**src/rtl/demux2_hs.sv**
```systemverilog
// demux2_hs: handshaked 1-to-2 demultiplexer with a small in-order FIFO.
//
// Accepts one WIDTH-bit word plus a destination select per transfer and
// delivers it on output A (sel=0) or output B (sel=1), strictly in order
// across both outputs. The outputs always show the registered head entry,
// so there is no combinational path from the input side to the outputs.
//
// Ports
//   clk, rst_f                  clock, asynchronous active-low reset
//   in_valid/in_ready           upstream handshake; in_ready is from registered state only
//   in_sel, in_data             destination select and word, sampled together
//   out_a_valid/ready/data      consumer A (head entry with sel=0)
//   out_b_valid/ready/data      consumer B (head entry with sel=1)
//   cnt_clr, cnt_a, cnt_b       delivery counters, present only with DEMUX_CNT_EN
//
// Build option: define DEMUX_CNT_EN to add the per-output delivery counters.
module demux2_hs #(
    parameter int WIDTH = 16,
    parameter int DEPTH = 2
`ifdef DEMUX_CNT_EN
    ,
    parameter int CNT_W = 8
`endif
) (
    input  logic             clk,
    input  logic             rst_f,
    input  logic             in_valid,
    output logic             in_ready,
    input  logic             in_sel,
    input  logic [WIDTH-1:0] in_data,
    output logic             out_a_valid,
    input  logic             out_a_ready,
    output logic [WIDTH-1:0] out_a_data,
    output logic             out_b_valid,
    input  logic             out_b_ready,
    output logic [WIDTH-1:0] out_b_data
`ifdef DEMUX_CNT_EN
    ,
    input  logic             cnt_clr,
    output logic [CNT_W-1:0] cnt_a,
    output logic [CNT_W-1:0] cnt_b
`endif
);

    localparam int AW = $clog2(DEPTH);

    logic [AW-1:0]  wr_ptr_q, wr_ptr_d, rd_ptr_q, rd_ptr_d;
    logic [AW:0]    count_q, count_d;
    logic [WIDTH:0] mem_q [DEPTH];
    logic [WIDTH:0] mem_d [DEPTH];
    logic [WIDTH:0] head;
    logic           nonempty, push, pop;

    // Each entry is {sel, data}; pointers wrap for free since DEPTH is a power of 2.
    always_comb begin
        head        = mem_q[rd_ptr_q];
        nonempty    = count_q != '0;
        in_ready    = count_q != (AW+1)'(DEPTH);
        out_a_valid = nonempty & ~head[WIDTH];
        out_b_valid = nonempty & head[WIDTH];
        out_a_data  = head[WIDTH-1:0];
        out_b_data  = head[WIDTH-1:0];
        push        = in_valid & in_ready;
        pop         = (out_a_valid & out_a_ready) | (out_b_valid & out_b_ready);
        wr_ptr_d    = wr_ptr_q + AW'(push);
        rd_ptr_d    = rd_ptr_q + AW'(pop);
        count_d     = count_q + (AW+1)'(push) - (AW+1)'(pop);
        mem_d       = mem_q;
        if (push) mem_d[wr_ptr_q] = {in_sel, in_data};
    end

    always_ff @(posedge clk or negedge rst_f) begin
        if (!rst_f) begin
            wr_ptr_q <= '0;
            rd_ptr_q <= '0;
            count_q  <= '0;
            for (int i = 0; i < DEPTH; i++) mem_q[i] <= '0;
        end else begin
            wr_ptr_q <= wr_ptr_d;
            rd_ptr_q <= rd_ptr_d;
            count_q  <= count_d;
            mem_q    <= mem_d;
        end
    end

`ifdef DEMUX_CNT_EN
    logic [CNT_W-1:0] cnt_a_q, cnt_a_d, cnt_b_q, cnt_b_d;

    // Clear wins over a same-cycle increment; counters wrap naturally.
    always_comb begin
        cnt_a_d = cnt_clr ? '0 : cnt_a_q + CNT_W'(out_a_valid & out_a_ready);
        cnt_b_d = cnt_clr ? '0 : cnt_b_q + CNT_W'(out_b_valid & out_b_ready);
        cnt_a   = cnt_a_q;
        cnt_b   = cnt_b_q;
    end

    always_ff @(posedge clk or negedge rst_f) begin
        if (!rst_f) begin
            cnt_a_q <= '0;
            cnt_b_q <= '0;
        end else begin
            cnt_a_q <= cnt_a_d;
            cnt_b_q <= cnt_b_d;
        end
    end
`endif

endmodule

```
**config.mk**
```make
export PLATFORM = sky130hd
export DESIGN_NAME = demux2_hs
export DESIGN_NICKNAME = d
export VERILOG_FILES = /design/src/rtl/demux2_hs.sv
export SDC_FILE = /design/constraint.sdc
export NUM_CORES = 1
export LEC_CHECK = 0
export ABC_AREA = 0
export CAP_MARGIN = 25
export CORE_ASPECT_RATIO = 0.5
export CORE_MARGIN = 2
export CORE_UTILIZATION = 46
export CTS_CLUSTER_SIZE = 40
export DETAILED_ROUTE_END_ITERATION = 6
export GPL_ROUTABILITY_DRIVEN = 0
export PLACE_DENSITY = 0.91
export SLEW_MARGIN = 20
export SYNTH_ARGS = -nofsm -noshare
export SYNTH_HDL_FRONTEND = slang
export SYNTH_SLANG_ARGS = --single-unit
export TNS_END_PERCENT = 10
```
**constraint.sdc**
```tcl
create_clock -name clk -period 2.27 [get_ports clk]
set_input_delay 0.227 -clock clk [delete_from_list [all_inputs] [get_ports clk]]
set_output_delay 0.227 -clock clk [all_outputs]
set_load 0.01 [all_outputs]
```
==> impl_metrics.csv <==
group,metric,value,unit
status,status,"complete, no violations",
critical_path,critPathArrivalTime,1.83,ns
floorplanning,die_area,4580,um2
power_and_ir_drop,leakagePower,0.00103,uW
clock_network,clk-insertion-delay-late,0.28,ns
timing,worst_pin_slew,0.821,ns
synthesis,synth_cell_type_count,16,
synthesis,ys_seq_area_share,51.4,%
grt,grt_max_degree,39,
timing,setup_viol,0,
floorplanning,io_pins,57,
floorplanning,die-height,48.9,um
detailed_routing,drc_errors,0,
synthesis,yosysMostFrequentCell,"mux2_2",
detailed_routing,routedWlPerCell,14.9,um
clock_network,ctsResizeCount,0,
place,postPlaceCellArea,2340,um2
clock_network,cts-buffers-inserted,5,
clock_network,cts-htree-levels,2,
place,io_buffers,56,
cells_and_area,final_layout_size_suffix_gt1_share,35.2,%
grt,antenna_found_initial,0,
cells_and_area,seqCellArea,951,um2
detailed_routing,dr.pass1.iters,4,
floorplanning,core-area,3880,um2
grt,grt_pass1_wl,5.91,mm
timing,tns,0,ns
cells_and_area,postLayoutCellArea,2450,um2
floorplanning,num_rows,16,
place,dp_hpwl,2.49,mm
synthesis,synth_area,1850,um2
synthesis,synth_top_cell_by_area,"dfrtp_1",
critical_path,critPathRequiredTime,2.04,ns
critical_path,r2r-start,"rd_ptr_q",
detailed_routing,drtAntennaViolNets,0,
job,maxCapViolations,0,
synthesis,synthesis.instances,132,
synthesis,avgSynthCellArea,14.0,um2
grt,gr-total-overflow,0,
synthesis,yosysTopAreaCellShare,51.4,%
critical_path,cp_num_buf_inv,2,
timing,report.final.slew_viol_count,0,
clock_network,root_buffer,"clkbuf_8",
floorplanning,dieWidth,93.7,um
detailed_routing,vias,1117,
synthesis,ys_seq_elements,38,
timing,maxSlewHeadroom,45.3,%
critical_path,path_delay_family,"buffers and inverters",
critical_path,setup.worst_path.start_class,"register",
power_and_ir_drop,ir_drop,0.710,mV
detailed_routing,postRouteWirelength,3.46,mm
critical_path,reg2reg_depth,8,
cells_and_area,fillers,307,
grt,grt_pass1_vias,1279,
clock_network,clockBufferDepth,2,
floorplanning,start_util,47.7,%
detailed_routing,drt_iter0_drc,23,
synthesis,synthTopCellsByArea,"dfrtp_1 (51%), mux2_2 (30%), buf_4 (6.9%)",
critical_path,crit_fanout,18,
cells_and_area,multi_input_area,714,um2
cells_and_area,layout.nets,204,
critical_path,crit_path_top_delay_cell,"clkdlybuf4s50_1",
synthesis,ys.warnings.count,0,
clock_network,cts_tree,"built",
grt,grt_util_all_layers,16.8,%
min_path,hold_path.class,"input pin to async pin",
critical_path,crit_type,"register to primary output",
clock_network,cts_setup_buffers,0,
critical_path,cp-end-kind,"primary output",
timing,post-route-period-util,90.7,%
clock_network,cts_num_sinks,38,
timing,finalHoldViolCount,0,
timing,finClkSkew,0.00627,ns
critical_path,max_stage_delay,0.50,ns
critical_path,crit_chain,"buf_4 > mux2_2 > clkdlybuf4s50_1",
critical_path,reg2reg_to,"count_q[1]",
synthesis,ys_top_cells_by_count,"mux2_2 (50), dfrtp_1 (38), buf_4 (17)",
synthesis,synth-edff-count,0,
critical_path,r2r_slack,0.45,ns
clock_network,clk_pin_slew,0.07,ns
timing,fmax,486,MHz
power_and_ir_drop,p_per_area,1700,nW/um2
cells_and_area,antenna_cells,0,
synthesis,synthFlopType,"dfrtp_1",
synthesis,syn-num-nets,158,
clock_network,postCtsHoldBufs,0,
timing,rsz0062_at_grt,"no",
cells_and_area,layout-area-overhead-vs-synth,32.2,%
timing,period_needed,2.06,ns
synthesis,async_flop_share,100,%
detailed_routing,via_per_inst,4.79,
[through the flow]
step           hold WS [ns]  power, uW  setup slack [ns]  std cells  utilization (%)
2_1_floorplan       -0.0686       2760             0.480        132                -
5_1_grt               0.109       4410             0.139        233             63.0
6_report             0.0344       4150             0.212        233             63.0
4_1_cts              0.0735       4210             0.197        233             63.0
3_3_place_gp          0.356       3540             0.541        225             60.3
3_5_place_dp          0.383       3630             0.481        225             60.3
[power breakdown]
part / internal, uW / total (uW) / switching [uW]
clock network: 329 / 553 / 224
logic: 1480 / 2390 / 901
registers: 1030 / 1210 / 182
[cells in the final DEF (no fill, tap or decap)]
master           instances
buf_2                    1
buf_4                    5
bufinv_16                1
clkbuf_1                 2
clkbuf_8                 5
clkdlybuf4s50_1         55
dfrtp_1                 38
ha_1                     4
inv_1                    4
mux2_2                  50
mux2i_1                  3
mux2i_2                  1
nand2_1                  1
nand2b_1                 1
nor2_1                   3
nor2b_1                  1
o21ai_0                  1
o31ai_1                  1
xnor2_1                  2
[sequential cells by signal, indices dropped and copies added, names as in the netlist]
name / count
rd_ptr_q: 1
count_q: 2
wr_ptr_q: 1
mem_q: 34
[cell type report]
type | count | share of cell area [%]
sequential | 38 | 38.9
timing repair buffer | 61 | 24.2
multi-input combinational | 68 | 29.2
clock inverter | 1 | 1.23
inverter | 4 | 0.613
clock buffer | 7 | 3.12
tap | 54 | 2.76
[worst max path at each step]
stage	start	to	slack, ns	cells past startpoint
6_report	rd_ptr_q	out_a_data[13]	0.21	3
3_5_place_dp	out_a_ready	count_q[1]	0.48	8
5_1_grt	rd_ptr_q	out_a_data[13]	0.14	3
4_1_cts	rd_ptr_q	out_a_data[13]	0.20	3
3_3_place_gp	rd_ptr_q	count_q[1]	0.54	8
2_1_floorplan	rd_ptr_q	count_q[1]	0.48	9
[kinds of logic (layout without fill, tap and decap cells)]
group / Yosys count / in the layout / synth area share, %
AOI/OAI and AO/OA: 2 / 2 / 0.676
xor gates and xnor gates: 2 / 2 / 0.946
adders and majority gates: 4 / 4 / 2.70
buffers and inverters: 26 / 73 / 10.1
DFF: 38 / 38 / 51.4
muxes: 54 / 54 / 32.8
and+or+nand+nor: 6 / 6 / 1.49
[routing by layer]
metal  share of wire (%)  vias to the layer above  GRT usage [%]
met5                   0                        -              0
met4                0.78                        0           5.31
met3                 4.5                        2           5.72
met2                  52                       20           28.9
met1                  43                      570           19.9
li1                    -                      525              -
Power figures use the tool's default switching activity.
